## src/rtl/regfile_write_arbiter_pkg.sv

```systemverilog
// Shared types for the register-file write-back arbiter: request record, FSM states, source ids.
// Latency: none (declarations only).
// Backpressure: none (declarations only).
package regfile_pkg;

  localparam int DEF_ADDR_W = 5;
  localparam int DEF_DATA_W = 32;

  // One pending register-file write: destination index and value.
  typedef struct packed {
    logic [DEF_ADDR_W-1:0] dst;
    logic [DEF_DATA_W-1:0] data;
  } wb_req_t;

  typedef enum logic [1:0] {
    IDLE,
    SETUP,
    STROBE
  } wb_state_t;

  typedef enum logic {
    SRC_ALU,
    SRC_MEM
  } wb_src_t;

  // Round-robin helper: the requester that gets priority after 's' is served.
  function automatic wb_src_t other_src(input wb_src_t s);
    return (s == SRC_ALU) ? SRC_MEM : SRC_ALU;
  endfunction

endpackage

```

## src/rtl/regfile_write_arbiter_fifo.sv

```systemverilog
// Small synchronous FIFO holding write-back requests; head is visible combinationally.
// Latency: a pushed entry appears at the head the cycle after the push edge (no bypass).
// Backpressure: full blocks pushes even when a pop happens in the same cycle. WB_PENDING_EN exposes all slots.
module wb_fifo
  import regfile_pkg::*;
#(
  parameter int  DEPTH = 2,
  parameter type T     = wb_req_t
) (
  input  logic clock,
  input  logic reset_n,
  input  logic push,
  input  T     pushData,
  input  logic pop,
  output logic full,
  output logic empty,
  output T     head
`ifdef WB_PENDING_EN
  ,
  output T     [DEPTH-1:0] slots,
  output logic [DEPTH-1:0] slotValid
`endif
);

  localparam int PW = $clog2(DEPTH);

  T     [DEPTH-1:0] mem;
  logic [PW:0]      wrPtr;
  logic [PW:0]      rdPtr;
  logic             pushOk;
  logic             popOk;

  // Extra pointer bit distinguishes full from empty when indices coincide.
  assign empty  = (wrPtr == rdPtr);
  assign full   = (wrPtr[PW] != rdPtr[PW]) && (wrPtr[PW-1:0] == rdPtr[PW-1:0]);
  assign pushOk = push && !full;
  assign popOk  = pop && !empty;
  assign head   = mem[rdPtr[PW-1:0]];

  // Pointer update; reset empties the FIFO.
  always_ff @(posedge clock or negedge reset_n) begin
    if (!reset_n) begin
      wrPtr <= '0;
      rdPtr <= '0;
    end else begin
      if (pushOk) wrPtr <= wrPtr + (PW+1)'(1);
      if (popOk)  rdPtr <= rdPtr + (PW+1)'(1);
    end
  end

  // Storage needs no reset: occupancy is tracked by the pointers alone.
  always_ff @(posedge clock) begin
    if (pushOk) mem[wrPtr[PW-1:0]] <= pushData;
  end

`ifdef WB_PENDING_EN
  logic [PW:0]   count;
  logic [PW-1:0] offset;

  assign slots = mem;
  assign count = wrPtr - rdPtr;

  // A slot is live when its distance from the read index is below the occupancy.
  always_comb begin
    slotValid = '0;
    offset    = '0;
    for (int i = 0; i < DEPTH; i++) begin
      offset       = PW'(i) - rdPtr[PW-1:0];
      slotValid[i] = ({1'b0, offset} < count);
    end
  end
`endif

endmodule

```

## src/rtl/regfile_write_arbiter.sv

```systemverilog
// Merges ALU and load write-backs into one register-file port with a clean one-cycle regWrite pulse.
// Latency: accepted at edge N -> address/data at N+1 -> regWrite high N+2..N+3; at most 1 write per 2 cycles.
// Backpressure: aluReady/memReady = FIFO not full. WB_PENDING_EN adds queryReg/pendingHit lookup.
module regfile_write_arbiter
  import regfile_pkg::*;
#(
  parameter int DATA_W     = DEF_DATA_W,
  parameter int ADDR_W     = DEF_ADDR_W,
  parameter int FIFO_DEPTH = 2
) (
  input  logic              clock,
  input  logic              reset_n,
  input  logic              aluValid,
  output logic              aluReady,
  input  logic [ADDR_W-1:0] aluReg,
  input  logic [DATA_W-1:0] aluData,
  input  logic              memValid,
  output logic              memReady,
  input  logic [ADDR_W-1:0] memReg,
  input  logic [DATA_W-1:0] memData,
  output logic              regWrite,
  output logic [ADDR_W-1:0] writeRegister,
  output logic [DATA_W-1:0] writeData,
  output logic              busy
`ifdef WB_PENDING_EN
  ,
  input  logic [ADDR_W-1:0] queryReg,
  output logic              pendingHit
`endif
);

  typedef struct packed {
    logic [ADDR_W-1:0] dst;
    logic [DATA_W-1:0] data;
  } req_t;

  req_t      aluHead, memHead, grantReq;
  logic      aluFull, aluEmpty, memFull, memEmpty;
  logic      aluPop, memPop;
  logic      aluElig, memElig, aluZero, memZero, anyElig;
  logic      grantFire;
  wb_src_t   grantSrc, rrPtr;
  wb_state_t state, nextState;

`ifdef WB_PENDING_EN
  req_t [FIFO_DEPTH-1:0] aluSlots, memSlots;
  logic [FIFO_DEPTH-1:0] aluSlotValid, memSlotValid;
`endif

  wb_fifo #(.DEPTH(FIFO_DEPTH), .T(req_t)) u_alu_fifo (
    .clock     (clock),
    .reset_n   (reset_n),
    .push      (aluValid),
    .pushData  ('{dst: aluReg, data: aluData}),
    .pop       (aluPop),
    .full      (aluFull),
    .empty     (aluEmpty),
    .head      (aluHead)
`ifdef WB_PENDING_EN
    ,
    .slots     (aluSlots),
    .slotValid (aluSlotValid)
`endif
  );

  wb_fifo #(.DEPTH(FIFO_DEPTH), .T(req_t)) u_mem_fifo (
    .clock     (clock),
    .reset_n   (reset_n),
    .push      (memValid),
    .pushData  ('{dst: memReg, data: memData}),
    .pop       (memPop),
    .full      (memFull),
    .empty     (memEmpty),
    .head      (memHead)
`ifdef WB_PENDING_EN
    ,
    .slots     (memSlots),
    .slotValid (memSlotValid)
`endif
  );

  assign aluReady = !aluFull;
  assign memReady = !memFull;

  // r0 heads are never eligible; they are dropped instead of strobed.
  assign aluElig = !aluEmpty && (aluHead.dst != '0);
  assign memElig = !memEmpty && (memHead.dst != '0);
  assign aluZero = !aluEmpty && (aluHead.dst == '0);
  assign memZero = !memEmpty && (memHead.dst == '0);
  assign anyElig = aluElig || memElig;

  assign busy = !aluEmpty || !memEmpty || (state != IDLE);

  // Round-robin pick: priority holder wins a tie, a lone eligible head always wins.
  always_comb begin
    grantSrc = rrPtr;
    if (aluElig && !memElig) grantSrc = SRC_ALU;
    else if (memElig && !aluElig) grantSrc = SRC_MEM;
    grantReq = (grantSrc == SRC_ALU) ? aluHead : memHead;
  end

  // State register.
  always_ff @(posedge clock or negedge reset_n) begin
    if (!reset_n) state <= IDLE;
    else          state <= nextState;
  end

  // Next-state: a grant can only be taken from IDLE or at the end of a strobe.
  always_comb begin
    nextState = state;
    unique case (state)
      IDLE:    if (anyElig) nextState = SETUP;
      SETUP:   nextState = STROBE;
      STROBE:  nextState = anyElig ? SETUP : IDLE;
      default: nextState = IDLE;
    endcase
  end

  // Outputs of the FSM: winner pop plus r0 discards, only in the decision states.
  always_comb begin
    aluPop    = 1'b0;
    memPop    = 1'b0;
    grantFire = 1'b0;
    if (state == IDLE || state == STROBE) begin
      grantFire = anyElig;
      aluPop    = aluZero || (anyElig && grantSrc == SRC_ALU);
      memPop    = memZero || (anyElig && grantSrc == SRC_MEM);
    end
  end

  // Write-port registers: address/data change only on entry to SETUP, strobe mirrors STROBE.
  always_ff @(posedge clock or negedge reset_n) begin
    if (!reset_n) begin
      rrPtr         <= SRC_ALU;
      writeRegister <= '0;
      writeData     <= '0;
      regWrite      <= 1'b0;
    end else begin
      if (grantFire) begin
        rrPtr         <= other_src(grantSrc);
        writeRegister <= grantReq.dst;
        writeData     <= grantReq.data;
      end
      regWrite <= (nextState == STROBE);
    end
  end

`ifdef WB_PENDING_EN
  // Hazard lookup: any queued entry or the in-flight write targeting queryReg (r0 never pends).
  always_comb begin
    pendingHit = 1'b0;
    for (int i = 0; i < FIFO_DEPTH; i++) begin
      if (aluSlotValid[i] && aluSlots[i].dst == queryReg) pendingHit = 1'b1;
      if (memSlotValid[i] && memSlots[i].dst == queryReg) pendingHit = 1'b1;
    end
    if (state != IDLE && writeRegister == queryReg) pendingHit = 1'b1;
    if (queryReg == '0) pendingHit = 1'b0;
  end
`endif

endmodule

```

## config.mk

```make
export PLATFORM = sky130hd
export DESIGN_NAME = regfile_write_arbiter
export DESIGN_NICKNAME = d
export VERILOG_FILES = /design/src/rtl/regfile_write_arbiter_pkg.sv /design/src/rtl/regfile_write_arbiter_fifo.sv /design/src/rtl/regfile_write_arbiter.sv
export SDC_FILE = /design/constraint.sdc
export NUM_CORES = 1
export LEC_CHECK = 0
export CAP_MARGIN = 20
export CORE_MARGIN = 3
export CORE_UTILIZATION = 58
export CTS_CLUSTER_SIZE = 10
export DETAILED_ROUTE_END_ITERATION = 10
export PLACE_DENSITY = 0.95
export SLEW_MARGIN = 20
export SYNTH_ARGS = -nofsm -noshare
export SYNTH_HDL_FRONTEND = slang
export SYNTH_SLANG_ARGS = --single-unit
```

## constraint.sdc

```tcl
create_clock -name clock -period 7.7 [get_ports clock]
set_input_delay 1.155 -clock clock [delete_from_list [all_inputs] [get_ports clock]]
set_output_delay 1.155 -clock clock [all_outputs]
set_load 0.01 [all_outputs]
```

==> flow_summary.yaml <==
timing:
  hold_slack_ns: 0.499
  final_max_slew_viol_count: 0
  setup_tns_ns: 0
  slew_headroom: 0.326
  grt_setup_unrepaired: "false"
  tightest_slew_ns: 1.01
  fin_ws_ns: 3.56
  finalClockSkew_ns: 0.00919
  timing.fmax_mhz: 241
  setup_viol: 0
  post-route-min-period_ns: 4.14
  hold_violations: 0
  post-route-period-util: 0.538
worst_setup_path:
  worstPathRequired_ns: 6.55
  path_buf_inv: 1
  critPathSlowestCell: "dfrtp_4"
  critPathLaunchType: "register"
  critPathMaxFanout: 42
  cpPeakStageDelay_ns: 0.92
  path_delay_family: "flip-flops"
  r2r-end: "writeData[15]$_DFFE_PN0P_"
  r2r-start: "u_mem_fifo.rdPtr[0]$_DFFE_PN0P_"
  reg2reg_slack_ns: 4.75
  worstSetupPathType: "reg -> out"
  cp_cell_sequence: "xnor2_1, nand2_1, or4b_2, clkdlybuf4s50_1"
  critPathCaptureType: "output pin"
  arrival_ns: 2.99
  reg2regPathDepth: 6
clock_tree:
  cts_buffers: 17
  clock_sinks: 196
  clock_path_buffers: 2
  cts_tree: "built"
  cts-resized-gates: 0
  cts_setup_buffers: 0
  clock_tree.root_cell: "clkbuf_16"
  path_clk_slew_ns: 0.06
  htreeDepth: 4
  postCtsHoldBufs: 0
  clkLatencyLatePin_ns: 0.43
power:
  power.share.clock: 0.195
  swShare: 0.353
  p_total_mw: 4.28
  pwr-share-comb: 0.385
  ir_worst_vdd_mv: 0.268
  pwr-share-seq: 0.420
  leakage_nw: 3.44
  power.density_nw_per_um2: 448
  power.switching_mw: 1.51
  p_int_mw: 2.77
finish:
  diodes: 0
  n_fill_cell: 730
  nNetsFinal: 619
  final_cell_mix: "edfxtp_1, clkdlybuf4s50_1, mux2i_1"
  final_util: 0.749
  area_growth_pct: 24.5
  instances_no_fill: 726
  drive_gt1_frac: 0.153
  final_area_um2: 9560
  final_common_cell: "edfxtp_1"
routing:
  drc: 0
  vias_per_cell: 6.10
  vias: 4425
  drtIter0Drc: 514
  first_pass_iters: 5
  drt_wl_total_um: 16400
  antenna_left: 0
  post_drt_wl_per_cell_um: 22.7
global_routing:
  antenna_found_initial: 0
  grt_max_degree: 49
  grt_pass1_vias: 4571
  grt_pass1_wl_um: 24900
  overflow: 0
  grt_use_total: 0.228
yosys:
  synthCells: 424
  synth_nets: 502
  synth-main-ff-cell: "edfxtp_1"
  ys_seq_area_frac: 0.735
  syn_area_per_cell_um2: 18.1
  ys_ff_latch: 196
  synth.distinct_cells: 40
  async_flop_share: 0.245
  synthesis.area_um2: 7680
  yosys_warnings: 0
  synth_edf_count: 148
placed_design:
  pre_cts_ws_ns: 3.75
  placed_area_um2: 8930
  routabilityCongestion: 0.814
  hpwl_um: 10100
  port_buffers: 118
  dp_cells: 692
floorplan:
  core.rowCount: 41
  die_x_um: 121
  die_area_um2: 14700
  io_pins: 119
  core_um2: 12800
  fp.dieH_um: 121
  start_util: 0.601
worst_hold_path:
  hp-start: "u_alu_fifo.wrPtr[1]$_DFFE_PN0P_"
  min_to: "u_alu_fifo.wrPtr[1]$_DFFE_PN0P_"
  worstHoldPathCells: 1
  min_path_type: "reg -> reg"
outcome:
  status: "finished, final reports clean"
job:
  cap_violations: 0
-- cells by family (layout without fill, tap and decap cells) --
logic type                Yosys count  after routing  share of synthesized area
DFF                               196            196                      0.735
AOI/OAI and AO/OA                  83             83                     0.0999
muxes                              74             74                     0.0973
and+or+nand+nor                    33             33                     0.0287
buffers and inverters              26            156                     0.0251
xor gates and xnor gates           12             12                     0.0137
-- power by group through the flow --
stage	Combinational, mW	Sequential, mW	Clock, mW
floorplan	1.16	1.75	0
global placement	1.52	1.78	0
detailed placement	1.61	1.81	0
CTS	1.63	1.80	0.843
global route	1.77	1.83	0.880
finish	1.65	1.80	0.836
-- layer usage --
metal | vias to the layer above | routed length, um | track usage
met3 | 28 | 1040 | 0.0396
met4 | 0 | 302 | 0.0857
met1 | 2267 | 6570 | 0.310
met5 | - | 0 | 0
li1 | 1918 | - | -
met2 | 212 | 8540 | 0.375
-- how the worst max path moves through the flow --
stage / end / start / depth (start not counted)
6_report: busy / u_mem_fifo.rdPtr[0]$_DFFE_PN0P_ / 4
5_1_grt: busy / u_mem_fifo.rdPtr[0]$_DFFE_PN0P_ / 4
4_1_cts: busy / u_mem_fifo.rdPtr[0]$_DFFE_PN0P_ / 4
3_5_place_dp: busy / u_mem_fifo.rdPtr[0]$_DFFE_PN0P_ / 4
3_3_place_gp: busy / u_mem_fifo.rdPtr[0]$_DFFE_PN0P_ / 4
2_1_floorplan: u_alu_fifo.mem[0]$_DFFE_PP_ / aluValid / 2
-- sequential cells by signal, indices dropped and copies added, names as in the netlist --
register	count
u_alu_fifo.rdPtr	2
writeData	32
u_alu_fifo.wrPtr	2
rrPtr	1
writeRegister	5
state	1
u_mem_fifo.mem	74
regWrite	1
u_mem_fifo.wrPtr	2
u_alu_fifo.mem	74
u_mem_fifo.rdPtr	2
-- synthesized netlist by cell type (2+ instances only) --
master    instances  area, um2
edfxtp_1        148       4440
o221ai_1          2       17.5
dfrtp_1          48       1200
buf_6             5       56.3
buf_12            3       60.1
o211ai_1          6       45.0
nand3_1           5       25.0
nand2b_1          2       12.5
mux2i_1          69        691
nor2_1            7       26.3
o221ai_2         30        450
xor2_1            4       35.0
and3_1            2       12.5
mux2_2            5       56.3
buf_1             2       7.51
xnor2_1           8       70.1
buf_2             4       20.0
nand2_1           5       18.8
o21ai_0          39        195
clkbuf_1         10       37.5
-- worst reg2reg max path, stage by stage (launching register included) --
cell	delay, ns
dfrtp_4	0.92
nor4_2	0.13
a22oi_2	0.44
nand3_2	0.23
nand3b_2	0.42
buf_4	0.47
o221ai_2	0.18
-- cell type report --
type / instances / area, um2 / share of cell area
flip-flops and latches: 196 / 5650 / 0.591
multi-input cells: 202 / 1870 / 0.195
repair buffers: 123 / 1260 / 0.131
clock buffers: 24 / 492 / 0.0514
well taps: 172 / 215 / 0.0225
clock inverters: 8 / 76.3 / 0.00798
inverters: 1 / 3.75 / 0.000393
Note: power is estimated with default switching activity, not from simulation.
